===== src/rtl/pwm_pkg.sv =====
// Shared definitions for the multi-channel PWM: register offsets, CTRL bits,
// counter direction and the Wishbone byte-select mask helper.
package pwm_pkg;

    localparam logic [7:0] OFF_CTRL     = 8'h00;
    localparam logic [7:0] OFF_PERIOD   = 8'h04;
    localparam logic [7:0] OFF_PRESCALE = 8'h08;
    localparam logic [7:0] OFF_STATUS   = 8'h0C;
    localparam logic [7:0] OFF_POL      = 8'h10;
    localparam logic [7:0] OFF_DUTY0    = 8'h20;

    localparam int DUTY_STRIDE = 4;

    localparam int CTRL_EN     = 0;
    localparam int CTRL_CENTER = 1;
    localparam int CTRL_IE     = 2;

    typedef enum logic {
        DIR_UP   = 1'b0,
        DIR_DOWN = 1'b1
    } dir_e;

    // Expands the four byte selects into a per-bit write mask.
    function automatic logic [31:0] byte_mask(input logic [3:0] sel);
        logic [31:0] m;
        m = '0;
        for (int b = 0; b < 4; b++) begin
            m[b*8 +: 8] = {8{sel[b]}};
        end
        return m;
    endfunction

endpackage


===== src/rtl/pwm_channel.sv =====
// One PWM channel: shadow and active duty registers, the counter compare and
// the registered, polarity-adjusted output.
module pwm_channel
    import pwm_pkg::*;
#(
    parameter int CW = 16
) (
    input  logic          clk,
    input  logic          rst,
    input  logic          en,
    input  logic          load_act,
    input  logic          wr_en,
    input  logic [CW-1:0] wr_mask,
    input  logic [CW-1:0] wr_data,
    input  logic [CW-1:0] cnt,
    input  logic          pol,
    output logic [CW-1:0] duty_shadow,
    output logic          pwm
);

    logic [CW-1:0] duty_q, duty_d;
    logic [CW-1:0] duty_act_q, duty_act_d;
    logic          pwm_q, pwm_d;
    logic          raw;

    always_comb begin
        duty_d = duty_q;
        if (wr_en) begin
            duty_d = (duty_q & ~wr_mask) | (wr_data & wr_mask);
        end
        // The active copy changes only with the counter wrap, so no runt pulses.
        duty_act_d = load_act ? duty_q : duty_act_q;
        raw        = (cnt < duty_act_q);
        pwm_d      = en ? (raw ^ pol) : pol;
    end

    always_ff @(posedge clk) begin
        if (rst) begin
            duty_q     <= '0;
            duty_act_q <= '0;
            pwm_q      <= 1'b0;
        end else begin
            duty_q     <= duty_d;
            duty_act_q <= duty_act_d;
            pwm_q      <= pwm_d;
        end
    end

    assign duty_shadow = duty_q;
    assign pwm         = pwm_q;

endmodule


===== src/rtl/user_proj_pwm_multi.sv =====
// Multi-channel PWM on the Caravel Wishbone slave port: register file, shared
// prescaler, period counter with direction FSM, STATUS flag and interrupt.
module user_proj_pwm_multi
    import pwm_pkg::*;
#(
    parameter int          NCH      = 8,
    parameter int          CW       = 16,
    parameter logic [31:0] BASE_ADR = 32'h3000_0000
) (
    input  logic            wb_clk_i,
    input  logic            wb_rst_i,
    input  logic            wbs_stb_i,
    input  logic            wbs_cyc_i,
    input  logic            wbs_we_i,
    input  logic [3:0]      wbs_sel_i,
    input  logic [31:0]     wbs_dat_i,
    input  logic [31:0]     wbs_adr_i,
    output logic            wbs_ack_o,
    output logic [31:0]     wbs_dat_o,
    output logic [NCH-1:0]  pwm_o,
    output logic [NCH-1:0]  pwm_oeb,
    output logic            irq_o
);

    localparam logic [CW-1:0] CNT_ONE = CW'(1);

    logic [2:0]     ctrl_q, ctrl_d;
    logic [CW-1:0]  period_q, period_d;
    logic [7:0]     prescale_q, prescale_d;
    logic [NCH-1:0] pol_q, pol_d;
    logic           pf_q, pf_d;
    logic           irq_q, irq_d;
    logic           ack_q, ack_d;
    logic [31:0]    dat_q, dat_d;

    logic [7:0]     pcnt_q, pcnt_d;
    logic [CW-1:0]  cnt_q, cnt_d;
    logic [CW-1:0]  period_act_q, period_act_d;
    dir_e           dir_q, dir_d;

    logic           en, center, ie;
    logic           tick, boundary, load_act;
    logic [7:0]     off;
    logic           hit, req, wr_fire, rd_fire;
    logic [31:0]    wr_mask, rdata;
    logic [NCH-1:0] duty_hit;
    logic [CW-1:0]  duty_sh [NCH];
    logic           unused_bits;

    assign en     = ctrl_q[CTRL_EN];
    assign center = ctrl_q[CTRL_CENTER];
    assign ie     = ctrl_q[CTRL_IE];

    // Bus handshake: a request is stb & cyc inside the 256-byte window while
    // ack is low. ack is a one-cycle pulse on the following cycle; the write
    // lands on the edge that raises ack, and read data is non-zero only with ack.
    always_comb begin
        off      = wbs_adr_i[7:0];
        hit      = (wbs_adr_i[31:8] == BASE_ADR[31:8]);
        req      = wbs_stb_i & wbs_cyc_i & hit & ~ack_q;
        wr_fire  = req & wbs_we_i;
        rd_fire  = req & ~wbs_we_i;
        wr_mask  = byte_mask(wbs_sel_i);
        duty_hit = '0;
        for (int i = 0; i < NCH; i++) begin
            duty_hit[i] = (off == OFF_DUTY0 + 8'(DUTY_STRIDE * i));
        end
    end

    always_comb begin
        ctrl_d     = ctrl_q;
        period_d   = period_q;
        prescale_d = prescale_q;
        pol_d      = pol_q;
        pf_d       = pf_q;
        if (wr_fire) begin
            case (off)
                OFF_CTRL:     ctrl_d     = (ctrl_q & ~wr_mask[2:0]) | (wbs_dat_i[2:0] & wr_mask[2:0]);
                OFF_PERIOD:   period_d   = (period_q & ~wr_mask[CW-1:0]) | (wbs_dat_i[CW-1:0] & wr_mask[CW-1:0]);
                OFF_PRESCALE: prescale_d = (prescale_q & ~wr_mask[7:0]) | (wbs_dat_i[7:0] & wr_mask[7:0]);
                OFF_STATUS:   if (wr_mask[0] && wbs_dat_i[0]) pf_d = 1'b0;
                OFF_POL:      pol_d      = (pol_q & ~wr_mask[NCH-1:0]) | (wbs_dat_i[NCH-1:0] & wr_mask[NCH-1:0]);
                default:      ;
            endcase
        end
        // A boundary in the same cycle as a clear keeps the flag set.
        if (boundary) begin
            pf_d = 1'b1;
        end
        irq_d = pf_d & ie;

        rdata = '0;
        case (off)
            OFF_CTRL:     rdata = 32'(ctrl_q);
            OFF_PERIOD:   rdata = 32'(period_q);
            OFF_PRESCALE: rdata = 32'(prescale_q);
            OFF_STATUS:   rdata = 32'(pf_q);
            OFF_POL:      rdata = 32'(pol_q);
            default: begin
                for (int i = 0; i < NCH; i++) begin
                    if (duty_hit[i]) rdata = 32'(duty_sh[i]);
                end
            end
        endcase
        ack_d = req;
        dat_d = rd_fire ? rdata : '0;
    end

    always_ff @(posedge wb_clk_i) begin
        if (wb_rst_i) begin
            ctrl_q     <= '0;
            period_q   <= '0;
            prescale_q <= '0;
            pol_q      <= '0;
            pf_q       <= 1'b0;
            irq_q      <= 1'b0;
            ack_q      <= 1'b0;
            dat_q      <= '0;
        end else begin
            ctrl_q     <= ctrl_d;
            period_q   <= period_d;
            prescale_q <= prescale_d;
            pol_q      <= pol_d;
            pf_q       <= pf_d;
            irq_q      <= irq_d;
            ack_q      <= ack_d;
            dat_q      <= dat_d;
        end
    end

    // Counter FSM: state register.
    always_ff @(posedge wb_clk_i) begin
        if (wb_rst_i) begin
            pcnt_q       <= '0;
            cnt_q        <= '0;
            period_act_q <= '0;
            dir_q        <= DIR_UP;
        end else begin
            pcnt_q       <= pcnt_d;
            cnt_q        <= cnt_d;
            period_act_q <= period_act_d;
            dir_q        <= dir_d;
        end
    end

    // Counter FSM: next state. Edge mode wraps at the period; center mode
    // turns around at the period and ends its period on the 1->0 step.
    always_comb begin
        tick         = en & (pcnt_q == prescale_q);
        boundary     = 1'b0;
        pcnt_d       = pcnt_q;
        cnt_d        = cnt_q;
        dir_d        = dir_q;
        period_act_d = period_act_q;
        if (!en) begin
            pcnt_d       = '0;
            cnt_d        = '0;
            dir_d        = DIR_UP;
            period_act_d = period_q;
        end else begin
            pcnt_d = tick ? 8'd0 : pcnt_q + 8'd1;
            if (tick) begin
                if (!center) begin
                    if (cnt_q >= period_act_q) begin
                        cnt_d    = '0;
                        boundary = 1'b1;
                    end else begin
                        cnt_d = cnt_q + CNT_ONE;
                    end
                end else if (period_act_q == '0) begin
                    cnt_d    = '0;
                    dir_d    = DIR_UP;
                    boundary = 1'b1;
                end else if (dir_q == DIR_UP) begin
                    if (cnt_q >= period_act_q) begin
                        dir_d = DIR_DOWN;
                        cnt_d = cnt_q - CNT_ONE;
                    end else begin
                        cnt_d = cnt_q + CNT_ONE;
                    end
                end else begin
                    if (cnt_q == CNT_ONE) begin
                        cnt_d    = '0;
                        dir_d    = DIR_UP;
                        boundary = 1'b1;
                    end else if (cnt_q == '0) begin
                        cnt_d = CNT_ONE;
                        dir_d = DIR_UP;
                    end else begin
                        cnt_d = cnt_q - CNT_ONE;
                    end
                end
            end
            if (boundary) begin
                period_act_d = period_q;
            end
        end
    end

    // Counter FSM: outputs.
    always_comb begin
        load_act = ~en | boundary;
        pwm_oeb  = {NCH{~en}};
    end

    for (genvar g = 0; g < NCH; g++) begin : g_ch
        pwm_channel #(.CW(CW)) u_ch (
            .clk         (wb_clk_i),
            .rst         (wb_rst_i),
            .en          (en),
            .load_act    (load_act),
            .wr_en       (wr_fire & duty_hit[g]),
            .wr_mask     (wr_mask[CW-1:0]),
            .wr_data     (wbs_dat_i[CW-1:0]),
            .cnt         (cnt_q),
            .pol         (pol_q[g]),
            .duty_shadow (duty_sh[g]),
            .pwm         (pwm_o[g])
        );
    end

    // Data and mask bits above the widest field have no destination.
    assign unused_bits = ^{wbs_dat_i, wr_mask};

    assign wbs_ack_o = ack_q;
    assign wbs_dat_o = dat_q;
    assign irq_o     = irq_q;

endmodule


===== config.mk =====
export PLATFORM = sky130hd
export DESIGN_NAME = user_proj_pwm_multi
export DESIGN_NICKNAME = d
export VERILOG_FILES = /design/src/rtl/pwm_pkg.sv /design/src/rtl/pwm_channel.sv /design/src/rtl/user_proj_pwm_multi.sv
export SDC_FILE = /design/constraint.sdc
export NUM_CORES = 1
export LEC_CHECK = 0
export CAP_MARGIN = 20
export CORE_MARGIN = 2
export CORE_UTILIZATION = 25
export DETAILED_ROUTE_END_ITERATION = 10
export PLACE_DENSITY_LB_ADDON = 0.1
export SETUP_SLACK_MARGIN = 0.5
export SLEW_MARGIN = 10
export SYNTH_ARGS = -nofsm -noshare
export SYNTH_HDL_FRONTEND = slang
export SYNTH_HIERARCHICAL = 1
export SYNTH_SLANG_ARGS = --single-unit

===== constraint.sdc =====
create_clock -name wb_clk_i -period 5.7 [get_ports wb_clk_i]
set_clock_uncertainty 0.2 [all_clocks]
set_input_delay 0.57 -clock wb_clk_i [delete_from_list [all_inputs] [get_ports wb_clk_i]]
set_output_delay 0.57 -clock wb_clk_i [all_outputs]
set_load 0.01 [all_outputs]

==> summary.md, run 1 <==
| Metric | Value |
|---|---|
| DP HPWL | `52,200 um` |
| Layout cell share with drive strength beyond 1 | `6.90%` |
| Register area share after synthesis | `38.0%` |
| Tmin final | `3.72 ns` |
| FP Rows | `100` |
| Critical Path Start Type | `flop` |
| Pins Over Slew Limit | `0` |
| Initial Util | `25.3%` |
| FF+latch count, synth | `359` |
| H-Tree Depth | `2` |
| DRT Wirelength | `76,300 um` |
| Ordered cell list for the critical path | `ha_1 > a41o_1 > a21oi_1 > o32ai_2 > nor3_2 > o31ai_4 > buf_12 > mux2i_1 > nor2_1` |
| GR Util All Layers | `19.2%` |
| Yosys top cell area share | `38.0%` |
| Vias per inst | `5.07` |
| Fillers | `7,892` |
| Dpl ws | `1.67 ns` |
| Worst rel slew slack | `28.1%` |
| Kind of critical path | `flop to flop` |
| Endpoints failing setup | `0` |
| GR Overflow Total | `0` |
| DRT Pass-1 Iters | `7` |
| IO buf count | `88` |
| Ant diodes | `0` |
| CTS Hold Bufs | `0` |
| CTS tree | `yes` |
| CTS resizes | `0` |
| Crit path buf inv count | `1` |
| DRC Markers | `0` |
| Pwr dens | `249 nW/um2` |
| Period utilisation layout | `65.2%` |
| P&R area growth vs syn | `18.2%` |
| Post-Syn Area | `18,900 um2` |
| Clock Tree Buf Depth | `3` |
| Synth area leaders | `dfxtp_1 38%, ha_1 9.3%, mux2i_1 9.3%` |
| Number of enable flip-flop cells after synthesis | `0` |
| Post-synthesis async set-or-reset flop share | `0%` |
| Synthesized netlist cell count | `2,290` |
| Min-delay worst type | `input pin to flop` |
| Dominant synthesized flop cell | `dfxtp_1` |
| Top-count cell post-synth | `dfxtp_1` |
| WHS | `0.196 ns` |
| Routed len/inst | `22.7 um` |
| Final Hold Fails | `0` |
| Worst path required time | `5.95 ns` |
| Lkg Pwr | `0.00877 uW` |
| Routability Congestion | `0.836` |
| Slowest Stage Delay on Critical Path | `0.91 ns` |
| Clock Sinks | `359` |
| CP top delay family | `compound AO/OA/AOI/OAI gates` |
| Root Buffer | `clkbuf_16` |
| Final #Nets | `2,569` |
| Slowest CP cell | `dfxtp_1` |
| Syn avg cell area | `8.27 um2` |
| Critical Path Sink Type | `flop` |
| Maximum clock rate | `269 MHz` |
| Critical path arrival | `3.96 ns` |
| Max-cap check violation count | `0` |
| Setup TNS | `0 ns` |
| Die ar. | `77,900 um2` |
| Largest net degree at the start of global routing | `154` |
| Inserted Clock Buffers | `46` |
| Global-route wire length before repair | `110,000 um` |
| Max VDD drop | `0.156 mV` |
| Initial antenna violation count | `7` |
| Iteration-0 DRC count of the detailed router | `1,663` |
| Die H | `279 um` |
| Total core area | `74,700 um2` |
| Yosys top cell by area | `dfxtp_1` |
| Synth Warn # | `6` |
| Via count | `17,000` |
| Top cells by count, synth | `359 x dfxtp_1, 323 x nand2_1, 221 x nor2_1` |
| ANT nets after route | `0` |
| Vias in the first global route | `15,900` |
| Insertion delay to the later sink of the worst-skew pair | `0.57 ns` |
| Setup Buffers After CTS | `0` |
| Status | `complete, no violations` |
| Die width | `279 um` |
| Overall power | `5580 uW` |
| Clk slew on worst S/H paths | `0.06 ns` |
| Critical path fanouts, max | `73` |
| Post-synth cell types | `77` |
| Fin worst setup slack | `1.98 ns` |
| RSZ-0062 raised after global routing | `no` |
| Worst-margin pin slew | `1.08 ns` |
| Boundary Pins | `123` |
-- cell families (layout without fill, tap and decap cells) --
group	count (synthesis)	after routing	synth area share, %
multiplexers	185	185	9.84
adder cells (fa/ha/maj)	141	141	9.32
buffers and inverters	287	372	6.46
AND/OR/NAND/NOR	888	888	21.1
XOR/XNOR	19	19	0.879
flip-flops	359	359	38.0
AO/OA/AOI/OAI	410	410	14.4
other	1	16	0.0198
-- worst reg2reg max path, delay by kind of cell (launching register included) --
kind,cells,cell delay [ns]
compound gates,4,1.10
flops,1,0.91
buf+inv,1,0.46
mux,1,0.42
fa+ha+maj,1,0.32
simple gates,2,0.18
-- cells in the final DEF, fill, tap and decap left out, types with 11 or more instances in the layout --
cell type        count
a22oi_1             30
nand2_1            323
or3_1               17
buf_4               50
a21oi_1            180
dfxtp_1            359
nand4_1             26
conb_1              16
clkbuf_16           46
nand2b_1            11
a21o_1              22
inv_1              149
o21ai_0             40
a22o_1              11
clkdlybuf4s50_1     85
mux2i_1            176
nor2_1             215
ha_1               141
a31oi_1             17
a222oi_1            13
nor3_1              34
nor4_1              33
nand3_1            174
a221oi_1            15
-- per-stage QoR --
step	utilization, %	std cells	instance area (um2)
finish	30.0	3359	22400
global placement	28.0	3276	20900
floorplan	-	2305	19000
detailed placement	28.0	3276	20900
global route	30.0	3359	22400
CTS	30.0	3359	22400
-- path summary, 6_finish.rpt --
kind	end	slack (ns)	cells past startpoint	start
worst max-delay path	g_ch[5].u_ch/duty_act_q[4]	1.98	9	cnt_q[7]
worst min-delay path	g_ch[4].u_ch/duty_act_q[13]	0.20	2	wb_rst_i
worst max register to register	g_ch[5].u_ch/duty_act_q[4]	1.98	9	cnt_q[7]
worst min register to register	flop	0.28	2	flop
-- layer usage --
| metal | share of wire [%] | routed length, um | GRT usage, % |
|---|---|---|---|
| met5 | 0.017 | 13 | 0 |
| met4 | 2.6 | 1960 | 5.60 |
| met3 | 5.9 | 4470 | 3.37 |
| met2 | 45 | 34300 | 30.5 |
| met1 | 47 | 35500 | 26.4 |
-- where the power goes --
part / switching, uW / leakage (uW) / internal [uW]
combinational: 136 / 0.00518 / 43.1
sequential: 0.000000111 / 0.00289 / 2510
clock: 1210 / 0.000698 / 1680
-- final cells by class --
type                       count  area, um2  share of cell area (%)
timing repair buffer         140       1320                    5.91
sequential                   359       7190                    32.1
inverter                     149        559                    2.50
clock buffer                  60       1240                    5.56
tap                          969       1210                    5.42
multi-input combinational   1659      10600                    47.5
clock inverter                23        231                    1.03
Power figures use the tool's default switching activity.
==> run 2: changes to the inputs <==
==> constraint.sdc (replaced) <==
create_clock -name wb_clk_i -period 3.8 [get_ports wb_clk_i]
set_clock_uncertainty 0.2 [all_clocks]
set_input_delay 0.38 -clock wb_clk_i [delete_from_list [all_inputs] [get_ports wb_clk_i]]
set_output_delay 0.38 -clock wb_clk_i [all_outputs]
set_load 0.01 [all_outputs]
==> run 2 against run 1 <==
Sequential power rose by 50%. Core utilization rose by 0.73 points. Combinational power rose by 53%. Maximum frequency rose by 19%. Final cell count rose by 1.6%. Largest power group unchanged.
==> summary.md, run 2 (synthesis results as in run 1) <==
| Metric | Value |
|---|---|
| Pwr dens | `360 nW/um2` |
| Status | `complete, no violations` |
| Max-cap check violation count | `0` |
| Storage element area | `7190 um2` |
| R2r endpoint | `g_ch[7].u_ch/duty_act_q[7]` |
| DRC Markers | `0` |
| Global-route wire length before repair | `111,000 um` |
| Critical path destination | `g_ch[7].u_ch/duty_act_q[7]` |
| Vias in the first global route | `16,500` |
| Initial Util | `25.3%` |
| Most frequent cells in the layout | `358 x dfxtp_1, 323 x nand2_1, 216 x nor2_1` |
| Iteration-0 DRC count of the detailed router | `1,307` |
| Metal2 WL | `34,400 um` |
| R2R depth | `10` |
| Worst-margin pin slew | `0.999 ns` |
| Critical Path Start Type | `flop` |
| Worst rel slew slack | `33.2%` |
| Final Hold Fails | `0` |
| IO buf count | `88` |
| Top layer in use | `met4` |
| DP HPWL | `53,300 um` |
| Routed len/inst | `22.2 um` |
| Worst path required time | `4.05 ns` |
| Fillers | `7,833` |
| Slowest Stage Delay on Critical Path | `0.57 ns` |
| ANT nets after route | `0` |
| FP Rows | `100` |
| Die H | `279 um` |
| Max VDD drop | `0.278 mV` |
| Tmin final | `3.13 ns` |
| Period utilisation layout | `82.4%` |
| Metal3 WL | `3180 um` |
| GR Overflow Total | `0` |
| CP top delay family | `simple AND/OR/NAND/NOR gates` |
| Most common cell after layout, fill and taps aside | `dfxtp_1` |
| Inserted Clock Buffers | `46` |
| Die width | `279 um` |
| Critical Path Sink Type | `flop` |
| CTS tree | `yes` |
| Setup TNS | `0 ns` |
| Die ar. | `77,900 um2` |
| Via count | `17,100` |
| Maximum clock rate | `319 MHz` |
| Endpoints failing setup | `0` |
| Routability Congestion | `0.818` |
| R2R Path Start | `cnt_q[4]` |
| H-Tree Depth | `2` |
| Vias per inst | `5.02` |
| Slowest CP cell | `or4_4` |
| Kind of critical path | `flop to flop` |
| Critical path arrival | `3.38 ns` |
| DRT Wirelength | `75,800 um` |
| Largest net degree at the start of global routing | `105` |
| DRT met1 WL | `36,400 um` |
| Critical path fanouts, max | `16` |
| Total core area | `74,700 um2` |
| Hold path depth | `2` |
| Fin worst setup slack | `0.669 ns` |
| Clock Tree Buf Depth | `3` |
| Clk slew on worst S/H paths | `0.07 ns` |
| Min-delay worst type | `input pin to flop` |
| Boundary Pins | `123` |
| P&R area growth vs syn | `21.1%` |
| Crit path buf inv count | `3` |
| Initial antenna violation count | `3` |
| Pins Over Slew Limit | `0` |
| Layout cell share with drive strength beyond 1 | `8.80%` |
| Critical Path Stages | `10` |
| Root Buffer | `clkbuf_16` |
| Cell mode on critical path | `buf_12` |
| RSZ-0062 raised after global routing | `no` |
| Multi-input gate area | `10,700 um2` |
| DRT Pass-1 Iters | `5` |
| Insertion delay to the later sink of the worst-skew pair | `0.58 ns` |
| Worst setup startpoint | `cnt_q[4]` |
| Lkg Pwr | `0.00910 uW` |
| GR Util All Layers | `19.0%` |
| Final #Nets | `2,623` |
| Reg-to-reg slack, setup | `0.67 ns` |
| Clock Sinks | `359` |
| Dpl ws | `0.308 ns` |
| Ordered cell list for the critical path | `or4_4 > nor4_4 > and3_4 > a21oi_2 > o31ai_4 > buf_12 > buf_12 > clkbuf_16 > mux2i_1 > nor2_1` |
[run 2: changes by cell type in the layout (fill, tap and decap cells not counted), moves of 3 or more]
cell | previous run | this run
buf_12 | 4 | 11
buf_4 | 50 | 93
bufinv_16 | 3 | 0
clkbuf_1 | 10 | 14
clkbuf_16 | 46 | 49
clkbuf_8 | 4 | 9
clkinvlp_4 | 9 | 3
[run 2: repair_timing]
action | in CTS | in global routing
hold buffers | 1 | 0
pin swaps | 1 | 5
setup buffers | 1 | 12
resized for setup | 2 | 5
gates cloned | 0 | 2
hold endpoints to repair | 1 | 0
endpoints found under the setup margin | 127 | 128
[run 2: worst min path at each step]
stage	from	end	slack, ns
2_1_floorplan	flop	flop	0.25
3_3_place_gp	flop	flop	0.25
3_5_place_dp	flop	flop	0.26
4_1_cts	wb_rst_i	g_ch[1].u_ch/duty_act_q[6]	0.006
5_1_grt	wb_rst_i	period_act_q[11]	0.03
6_report	wb_rst_i	g_ch[3].u_ch/duty_act_q[11]	0.03
[run 2: where the power goes]
part	leakage (uW)	switching, uW	total, uW	internal [uW]
logic	0.00552	203	274	71.3
registers	0.00289	0.000000180	3760	3760
clock network	0.000693	1760	4200	2440
total	0.00910	1960	8240	6280
[run 2: layer usage]
metal,global-route usage (%),vias up
met3,2.07,88
met5,0,-
li1,-,8313
met4,5.10,0
met1,26.6,8345
met2,30.9,396
[run 2: through the flow]
stage / power, uW / utilization (%) / instances / hold WS (ns) / cell area (um2)
5_1_grt: 8540 / 30.7 / 3412 / 0.0305 / 22900
6_report: 8240 / 30.7 / 3413 / 0.0272 / 22900
3_5_place_dp: 4120 / 28.5 / 3314 / 0.261 / 21300
2_1_floorplan: 3930 / - / 2305 / 0.246 / 19000
4_1_cts: 8390 / 30.4 / 3397 / 0.00646 / 22700
3_3_place_gp: 4120 / 28.5 / 3314 / 0.253 / 21300
[run 2: layout make-up]
| type | count | share of cell area [%] |
|---|---|---|
| multi-input combinational | 1659 | 46.5 |
| sequential | 359 | 31.4 |
| timing repair buffer | 194 | 8.17 |
| clock buffer | 70 | 5.90 |
| tap | 969 | 5.29 |
| inverter | 149 | 2.44 |
| clock inverter | 11 | 0.306 |
| antenna | 2 | 0.0218 |
